### src/rtl/inv_shift_rows_seq.sv
// Sequential AES InvShiftRows.
//
// Accepts one 128-bit state in IDLE and then rotates one row per cycle in SHIFT:
// row r is rotated right by r bytes, so output byte c is input byte (c - r) mod 4.
// Row 0 is rewritten unchanged. After the last row the block presents the result
// in DONE until the consumer accepts it.
//
// State layout: row r occupies bits [127-32r : 96-32r].
// Byte c of row r occupies bits [127-32r-8c : 120-32r-8c].
//
// Ports:
//   clk             rising-edge clock
//   n_rst           asynchronous active-low reset
//   clear           synchronous abort back to IDLE (data register holds)
//   in_valid        input_block is valid
//   in_ready        block can accept input (IDLE only)
//   input_block     AES state after ShiftRows
//   out_valid       unshifted_block is valid (DONE only)
//   out_ready       consumer accepts unshifted_block
//   unshifted_block AES state after InvShiftRows (always the data register)
//   busy            high while in SHIFT
module inv_shift_rows_seq #(
    parameter int unsigned NUM_ROWS = 4
) (
    input  logic         clk,
    input  logic         n_rst,
    input  logic         clear,
    input  logic         in_valid,
    output logic         in_ready,
    input  logic [127:0] input_block,
    output logic         out_valid,
    input  logic         out_ready,
    output logic [127:0] unshifted_block,
    output logic         busy
);

    localparam int unsigned ROW_W    = 32;
    localparam logic [1:0]  LAST_ROW = 2'(NUM_ROWS - 1);

    typedef enum logic [1:0] {
        StIdle,
        StShift,
        StDone
    } state_e;

    state_e         state_q, state_d;
    logic [1:0]     row_cnt_q, row_cnt_d;
    logic [127:0]   data_q, data_d;

    // Rotate a 32-bit row right by amt bytes (MSB byte is byte 0).
    function automatic logic [31:0] rot_right_bytes(input logic [31:0] row,
                                                    input logic [1:0]  amt);
        logic [31:0] res;
        case (amt)
            2'd0:    res = row;
            2'd1:    res = {row[7:0],  row[31:8]};
            2'd2:    res = {row[15:0], row[31:16]};
            default: res = {row[23:0], row[31:24]};
        endcase
        return res;
    endfunction

    always_comb begin
        state_d   = state_q;
        row_cnt_d = row_cnt_q;
        data_d    = data_q;

        if (clear) begin
            // Abort wins over everything, including a same-cycle load.
            state_d   = StIdle;
            row_cnt_d = 2'd0;
        end else begin
            unique case (state_q)
                StIdle: begin
                    if (in_valid) begin
                        data_d    = input_block;
                        row_cnt_d = 2'd0;
                        state_d   = StShift;
                    end
                end
                StShift: begin
                    for (int r = 0; r < NUM_ROWS; r++) begin
                        if (row_cnt_q == 2'(r)) begin
                            data_d[127 - ROW_W * r -: ROW_W] =
                                rot_right_bytes(data_q[127 - ROW_W * r -: ROW_W], row_cnt_q);
                        end
                    end
                    // Wraps to 0 after the last row.
                    row_cnt_d = row_cnt_q + 2'd1;
                    if (row_cnt_q == LAST_ROW) begin
                        state_d = StDone;
                    end
                end
                StDone: begin
                    if (out_ready) begin
                        state_d = StIdle;
                    end
                end
                default: begin
                    state_d = StIdle;
                end
            endcase
        end
    end

    always_ff @(posedge clk or negedge n_rst) begin
        if (!n_rst) begin
            state_q   <= StIdle;
            row_cnt_q <= 2'd0;
            data_q    <= 128'h0;
        end else begin
            state_q   <= state_d;
            row_cnt_q <= row_cnt_d;
            data_q    <= data_d;
        end
    end

    assign in_ready        = (state_q == StIdle);
    assign out_valid       = (state_q == StDone);
    assign busy            = (state_q == StShift);
    assign unshifted_block = data_q;

endmodule

### config.mk
export PLATFORM = sky130hd
export DESIGN_NAME = inv_shift_rows_seq
export DESIGN_NICKNAME = d
export VERILOG_FILES = /design/src/rtl/inv_shift_rows_seq.sv
export SDC_FILE = /design/constraint.sdc
export NUM_CORES = 1
export LEC_CHECK = 0
export BUFFER_PORTS_ARGS = -buffer_cell sky130_fd_sc_hd__buf_2
export CAP_MARGIN = 40
export CORE_AREA = 5 5 224 117
export CTS_CLUSTER_DIAMETER = 80
export DETAILED_ROUTE_END_ITERATION = 16
export DIE_AREA = 0 0 229 122
export GPL_TIMING_DRIVEN = 0
export PLACE_DENSITY = 0.56
export SKIP_CTS_REPAIR_TIMING = 1
export SYNTH_ARGS = -nofsm -noshare
export SYNTH_HDL_FRONTEND = slang
export SYNTH_SLANG_ARGS = --single-unit
### constraint.sdc
create_clock -name clk -period 2.45 [get_ports clk]
set_clock_uncertainty 0.1 [all_clocks]
set_input_delay 0 -clock clk [delete_from_list [all_inputs] [get_ports clk]]
set_output_delay 0 -clock clk [all_outputs]
set_load 0.005 [all_outputs]
# Word-level counts from Yosys, hierarchy flattened
# Index checks and enable logic that the tools add are counted.
# W data, S select, Z words.
dict set report word_totals {
  reg_bits 132
  output_inout_bits 131
}
dict set report op_classes {
  add_sub_neg 1
  n_eq_ne 13
  mux 14
  n_bitwise 2
  reduce_logical 10
}
# op count
set ops {}
lappend ops {{$pmux W128 S2} 1}
lappend ops {{$mux W128} 1}
lappend ops {{$mux W32} 3}
lappend ops {{$pmux W32 S3} 1}
lappend ops {{$mux W2} 6}
lappend ops {{$reduce_and A4 Y1} 3}
lappend ops {{$eq A2 B2 Y1 const B} 3}
lappend ops {{$ne A2 B1 Y1 const B} 3}
lappend ops {{$ne A3 B2 Y1 const B} 2}
lappend ops {{$pmux W2 S3} 1}
lappend ops {{$reduce_and A5 Y1} 1}
lappend ops {{$eq A2 B1 Y1 const B} 2}
lappend ops {{$logic_not A2 Y1} 2}
lappend ops {{$ne A2 B2 Y1 const B} 2}
lappend ops {{$pmux W2 S2} 1}
lappend ops {{$ne A3 B3 Y1 const B} 1}
lappend ops {{$reduce_and A3 Y1} 1}
lappend ops {{$reduce_bool A3 Y1} 1}
lappend ops {{$add A2 B1 Y2 const B} 1}
lappend ops {{$not A1 Y1} 2}
lappend ops {{$reduce_and A2 Y1} 1}
lappend ops {{$reduce_bool A2 Y1} 1}

# Longest topological paths before layout
# Gate-level depths: netlist (run 1).
dict set report depth {
  ltp_word 4
  mapped_depth 7
  mapped_depth_nobuf 5
}

# Least setup slack after synthesis (run 1)
# Ideal clock, no wire load.
dict set report synth_timing {
  kind {flip-flop to flip-flop}
  startpoint {register row_cnt_q[0]}
  endpoint {register data_q[0], in the netlist unshifted_block[0]}
  setup_ns 0.125
  arrival_time_ns 1.796
  setup_slack_ns 0.430
  path_stages_with_launch 8
  path_buffers 2
  period_less_slack_ns 2.020
  path_cell_list {dfrtp_1 inv_1 ha_1 and3b_1 clkbuf_1 buf_2 a221o_1 mux2_2}
}
dict set report synth_via {
  elab_chain_len 4
  elab_cells_between_ends 10
  cone_classes {eq/ne: 5; mux: 3; reduce/logical: 2}
}
# element line_no
set synth_rtl {}
lappend synth_rtl {{start: declaration} 47} ;# logic [1:0] row_cnt_q, row_cnt_d;
lappend synth_rtl {{start signal: assignment} 113} ;# row_cnt_q <= row_cnt_d;
lappend synth_rtl {{$eq A2 B2 Y1 (tied with other cells)} 54} ;# case (amt)
lappend synth_rtl {{$pmux W32 S3} 54}
lappend synth_rtl {{$mux W32} 83} ;# if (row_cnt_q == 2'(r)) begin
lappend synth_rtl {{$pmux W128 S2} 73} ;# unique case (state_q)
lappend synth_rtl {{end signal: assignment} 114} ;# data_q <= data_d;
lappend synth_rtl {{end: declaration} 48} ;# logic [127:0] data_q, data_d;
# Several ways; a longest one is shown, not always the timed one. The select of a mux whose other input is x is not followed.
# A chain may end at the register's enable or synchronous reset.

# Worst setup path in the final report (run 1)
# Ends and elaborated chain as after synthesis.

==> run summary, run 1 <==
Largest net degree at the start of global routing -> 74
HP Class -> in -> reg
Power share of the clock group -> 0.301
Psw -> 2.49 mW
Peak supply drop -> 0.380 mV
Largest family of logic cells by synthesized area -> multiplexers
GPL Wtd Cong -> 0.890
Final Setup Violations -> 0
Setup CP Type -> reg -> reg
Fill cells -> 2289
Max Fanout on Critical Path -> 10
Startpoint Class -> register
I/O pin total -> 264
Final WL -> 24.8 mm
Via count -> 6138
CTS tree -> yes
# clock sinks -> 132
Comb pwr share -> 0.289
CTS clock-pin slew for the worst setup and hold paths -> 60 ps
Worst Hold Slack -> -10.8 ps
Num rows -> 41
Compound-Gate Fraction of Synth Area -> 0.0874
GR Layer Usage met2 -> 0.242
1st-pass router iterations -> 5
GR Overflow Total -> 0
Tmin final -> 2400 ps
Critical path arrival -> 2610 ps
Status -> complete, but fails checks
Total chip power -> 8.15 mW
Initial antenna violation count -> 1
Max-slew headroom -> 0.551
GRT Overall Usage -> 0.165
Final hold vios -> 1
CTS Root Cell -> clkbuf_16
Peak Freq -> 417 MHz
Via/cell ratio -> 4.89
Synth Area in XOR/XNOR -> 0
Syn_area_per_cell -> 13.8 um2
Worst-case clock buffer depth -> 2
Slowest stage delay, CP -> 420 ps
First-pass GRT wire length -> 35.4 mm
# nets final -> 1058
Later-pin clock latency in the skew report -> 430 ps
Cell family with the largest share of critical-path delay -> buffers and inverters
DIE HEIGHT -> 122 um
Layout area overhead -> 50.4%
Busiest grt layer -> met2
Flops & latches, synth -> 132
Die area -> 0.0279 mm2
Pin slew with the least headroom to its limit -> 673 ps
Worst path slowest cell -> dfrtp_1
Sequential area share after synthesis -> 0.466
Detailed placement HPWL -> 17.4 mm
Residual DRC count -> 0
Ratio of total power to cell area -> 765 mW/mm2
Post-Syn Instances -> 515
Max Cap Violations -> 0
Pre-CTS setup slack -> 26.3 ps
Initial DRC count -> 474
Met1 usage -> 0.233
Placed cell areas -> 0.00884 mm2
Initial Util -> 0.291
Flop pwr share -> 0.410
Die W -> 229 um
PnR worst setup slack -> 51.4 ps
I/O Buffers -> 263
Simple-gate share of the synthesized area -> 0.0551
Crit end category -> register
Leak Pwr -> 4.86 nW
Num CTS Buffers -> 17
WP data required -> 2660 ps
Pint -> 5.66 mW
Count of cell types in the netlist -> 30
Syn nets -> 652
Crit-path cells -> inv_1 -> ha_1 -> and3b_1 -> clkbuf_1 -> clkbuf_4 -> a221o_1 -> mux2_2
Failing checks -> negative hold slack
Netlist Area Pre-Place -> 0.00708 mm2
Mux cell area share after synthesis -> 0.328
Pins Over Slew Limit -> 0
Post-DR wirelength/cell -> 19.7 um
Met3 Usage GRT -> 0.0538
Design Area, Final -> 0.0107 mm2
Switching Share -> 0.305
Synth Area in Adders -> 0.00707
Final Core Density -> 0.437
CP bufs+invs -> 3
Number of global-route vias before repair -> 5886
Core area -> 0.0244 mm2
Synth warn -> 0
H-tree depth -> 4
Antenna Nets Post-Route -> 0
Tcrit/Tclk final -> 0.979
Share of post-route cells with drive strength above 1 -> 0.551
## power groups by stage
stage                     logic [mW]  registers [mW]  clock network (mW)
after floorplan                 1.11            3.28                   0
final                           2.36            3.34                2.45
after CTS                       2.22            3.33                2.51
after global placement          2.19            3.34                   0
after detailed placement        2.21            3.36                   0
after global routing            2.56            3.42                2.62
## final timing paths
check | slack [ps] | start | depth (start not counted) | endpoint
setup / recovery | 50 | row_cnt_q[0] | 7 | unshifted_block[0]
hold / removal | -10 | input_block[5] | 4 | unshifted_block[5]
setup reg to reg | 50 | row_cnt_q[0] | 7 | unshifted_block[0]
hold reg to reg | 390 | unshifted_block[102] | 1 | unshifted_block[102]
max in group asynchronous | 1430 | n_rst | 3 | state_q[1]
min in group asynchronous | 20 | n_rst | 2 | unshifted_block[75]
## sequential cells by signal, indices dropped and copies added, names as in the netlist
name             cells
unshifted_block    128
row_cnt_q            2
state_q              2
## tightest hold or removal path, stage by stage
cell and delay [ps]:
buf_2 100, inv_1 40, a221oi_1 60, mux2_2 260
## Yosys cell counts
cell type,number,area [um2]
inv_2,1,3.75
buf_6,14,158
buf_2,18,90.1
inv_1,23,86.3
dfrtp_1,132,3300
a21oi_4,3,48.8
clkbuf_1,8,30.0
a21oi_1,3,15.0
a221oi_1,21,184
mux2i_1,1,10.0
nor4b_1,21,184
buf_4,4,30.0
a22o_1,11,96.3
a221o_1,11,110
o21bai_1,1,7.51
mux2_1,17,191
nand2b_1,3,18.8
nor2_1,3,11.3
nand2_1,2,7.51
nor2_4,1,11.3
and3b_1,1,8.76
a22oi_1,21,158
mux2_2,135,1520
ha_1,4,50.1
or2_4,1,8.76
mux2_4,40,601
nand3b_1,2,15.0
nor2b_1,1,6.26
nor4bb_1,11,110
nand2b_2,1,8.76
## through the flow
step           setup TNS, ps  instances
2_1_floorplan              0        515
3_3_place_gp         -101740       1100
3_5_place_dp               0       1101
4_1_cts               -0.551       1132
5_1_grt                -3.71       1256
6_report                   0       1256
## kinds of logic (layout without fill, tap and decap cells)
kind of cell / count (synthesis) / after routing
muxes: 193 / 193
DFF: 132 / 132
AOI/OAI and AO/OA: 71 / 71
buffers and inverters: 68 / 486
and+or+nand+nor: 47 / 47
adders and majority gates: 4 / 4
other: 0 / 1
## metal layers
| metal | up-vias | part of all wire |
|---|---|---|
| li1 | 2761 | - |
| met1 | 3077 | 0.45 |
| met2 | 261 | 0.46 |
| met3 | 39 | 0.075 |
| met4 | 0 | 0.018 |
| met5 | - | 0 |
## cell usage in the layout (no fill, tap or decap), types with 4 or more instances in the layout
master / Yosys / layout
a221oi_1: 21 / 21
dlygate4sd3_1: 0 / 123
a22o_1: 11 / 11
mux2_1: 17 / 17
mux2_2: 135 / 135
dfrtp_1: 132 / 132
mux2_4: 40 / 40
a22oi_1: 21 / 21
buf_2: 18 / 279
buf_6: 14 / 15
ha_1: 4 / 4
a221o_1: 11 / 11
inv_1: 23 / 23
buf_4: 4 / 4
nor4b_1: 21 / 18
clkbuf_1: 8 / 10
clkinvlp_4: 0 / 5
clkbuf_16: 0 / 17
nor4bb_1: 11 / 11
## area by class of cell
cell class / count / area (um2) / area share
Antenna cell: 1 / 2.50 / 0.000235
Buffer: 44 / 314 / 0.0295
Clock buffer: 23 / 478 / 0.0449
Clock inverter: 8 / 77.6 / 0.00728
Inverter: 24 / 90.1 / 0.00846
Multi-Input combinational cell: 315 / 3400 / 0.319
Sequential cell: 132 / 3300 / 0.310
Tap cell: 322 / 403 / 0.0378
Timing Repair Buffer: 387 / 2580 / 0.242
Power figures use the tool's default switching activity.
==> run 2, diff against run 1 <==
--- a/config.mk
+++ b/config.mk
@@ -7,12 +7,14 @@
 export LEC_CHECK = 0
 export BUFFER_PORTS_ARGS = -buffer_cell sky130_fd_sc_hd__buf_2
 export CAP_MARGIN = 40
+export CELL_PAD_IN_SITES_DETAIL_PLACEMENT = 0
+export CELL_PAD_IN_SITES_GLOBAL_PLACEMENT = 1
 export CORE_AREA = 5 5 224 117
 export CTS_CLUSTER_DIAMETER = 80
 export DETAILED_ROUTE_END_ITERATION = 16
 export DIE_AREA = 0 0 229 122
 export GPL_TIMING_DRIVEN = 0
-export PLACE_DENSITY = 0.56
+export PLACE_DENSITY = 0.67
 export SKIP_CTS_REPAIR_TIMING = 1
 export SYNTH_ARGS = -nofsm -noshare
 export SYNTH_HDL_FRONTEND = slang
==> run 2 against run 1 <==
  * The flow still finishes with violations (negative hold slack)
  * Critical path type unchanged
  * Via count fell by 1.3%
  * Register-to-register slack improved by 70 ps
  * Setup slack improved by 66 ps
  * Cell area fell by 0.16%
  * Global-route usage rose by 0.28 points
  * Core utilization fell by 0.072 points
  * Clock power barely moved
==> run summary, run 2 (same netlist as run 1, synthesis figures left out) <==
Peak supply drop -> 0.338 mV
Pint -> 5.60 mW
Num CTS Buffers -> 17
Largest net degree at the start of global routing -> 85
Share of post-route cells with drive strength above 1 -> 0.555
Worst-case clock buffer depth -> 2
Max Fanout on Critical Path -> 10
Psw -> 2.51 mW
Pins Over Slew Limit -> 0
Placed cell areas -> 0.00884 mm2
Setup TNS -> 0 ps
Worst setup path startpoint -> row_cnt_q[0]
Setup CP Type -> reg -> reg
Ratio of total power to cell area -> 763 mW/mm2
Design Area, Final -> 0.0106 mm2
Final Setup Violations -> 0
Initial DRC count -> 492
Tmin final -> 2330 ps
Fill cells -> 2313
H-tree depth -> 4
Detailed placement HPWL -> 17.1 mm
Flop pwr share -> 0.410
Leak Pwr -> 4.87 nW
Status -> complete, but fails checks
Max reg flops -> 128
Die area -> 0.0279 mm2
Comb pwr share -> 0.290
Worst Hold Slack -> -13.8 ps
Most frequent cells in the layout -> buf_2, mux2_2, dfrtp_1, dlygate4sd3_1, mux2_4
Core area -> 0.0244 mm2
Layout area overhead -> 50.1%
Critical path arrival -> 2540 ps
DIE HEIGHT -> 122 um
Initial antenna violation count -> 0
# clock sinks -> 132
I/O pin total -> 264
Post-DR wirelength/cell -> 19.8 um
# nets final -> 1057
Failing checks -> negative hold slack
Pin slew with the least headroom to its limit -> 665 ps
Initial Util -> 0.291
GR Overflow Total -> 0
Num rows -> 41
Crit end category -> register
Max-slew headroom -> 0.557
Most common cell after layout, fill and taps aside -> buf_2
Switching Share -> 0.309
Max Cap Violations -> 0
GPL Wtd Cong -> 0.824
1st-pass router iterations -> 5
R2R cell count -> 7
Via/cell ratio -> 4.83
Tcrit/Tclk final -> 0.952
Power share of the clock group -> 0.299
CTS tree -> yes
HP Class -> in -> async
CTS clock-pin slew for the worst setup and hold paths -> 60 ps
Via count -> 6060
Die W -> 229 um
Final WL -> 24.8 mm
First-pass GRT wire length -> 35.6 mm
GRT Overall Usage -> 0.167
Antenna diodes -> 0
Antenna Nets Post-Route -> 0
I/O Buffers -> 263
Later-pin clock latency in the skew report -> 430 ps
Reg2reg start -> row_cnt_q[0]
Final hold vios -> 18
RSZ-0062 raised after global routing -> false
Residual DRC count -> 0
WP data required -> 2660 ps
CTS Root Cell -> clkbuf_16
Number of global-route vias before repair -> 5847
Peak Freq -> 429 MHz
Startpoint Class -> register
[run 2: cell count changes in the layout (fill, tap and decap cells not counted), sizes merged]
cell,delta
clkinv,+7
diode,-1
clkinvlp,-2
buf,-1
clkbuf,-4
dlygate4sd3,-1
[run 2: power by group through the flow]
stage	clock network, mW	logic, mW	registers (mW)
final	2.43	2.36	3.33
after CTS	2.51	2.21	3.31
after floorplan	0	1.11	3.28
after global placement	0	2.19	3.34
after global routing	2.60	2.55	3.42
after detailed placement	0	2.21	3.34
[run 2: metal layers]
layer	wire length, um	part of all wire	global-route usage
met1	11200	0.45	0.234
met2	11100	0.45	0.240
met3	2030	0.082	0.0610
met4	530	0.021	0.0563
met5	0	0	0
[run 2: worst max-delay path, cell delays in order, from the launching register on]
cell	delay (ps)
dfrtp_1	420
inv_1	110
ha_2	330
buf_2	220
buf_2	230
nor4b_1	390
a221oi_1	90
mux2_1	310
[run 2: final timing paths]
check	to	slack (ps)
setup / recovery	unshifted_block[14]	120
hold / removal	unshifted_block[69]	-10
setup reg to reg	unshifted_block[14]	120
hold reg to reg	unshifted_block[101]	400
max in group asynchronous	unshifted_block[0]	1440
min in group clk	unshifted_block[24]	0
[run 2: final cells by class]
cell class                 count  area [um2]  share of cell area
clock buffer                  18         439              0.0413
tap                          322         403              0.0379
multi-input combinational    315        3400               0.319
timing repair buffer         386        2570               0.242
buffer                        44         317              0.0298
clock inverter                13         113              0.0106
sequential                   132        3300               0.311
inverter                      24        90.1             0.00847
[run 2: metrics by stage]
step | util | cells | total power [mW] | setup slack [ps] | hold slack, ps
final | 0.436 | 1254 | 8.11 | 118 | -13.8
after floorplan | - | 515 | 4.39 | 430 | -396
after CTS | 0.385 | 1132 | 8.04 | 19.9 | -605
after global routing | 0.436 | 1254 | 8.58 | 1.50 | 3.62
after global placement | 0.361 | 1100 | 5.52 | -803 | 117
after detailed placement | 0.363 | 1101 | 5.55 | 47.2 | -124
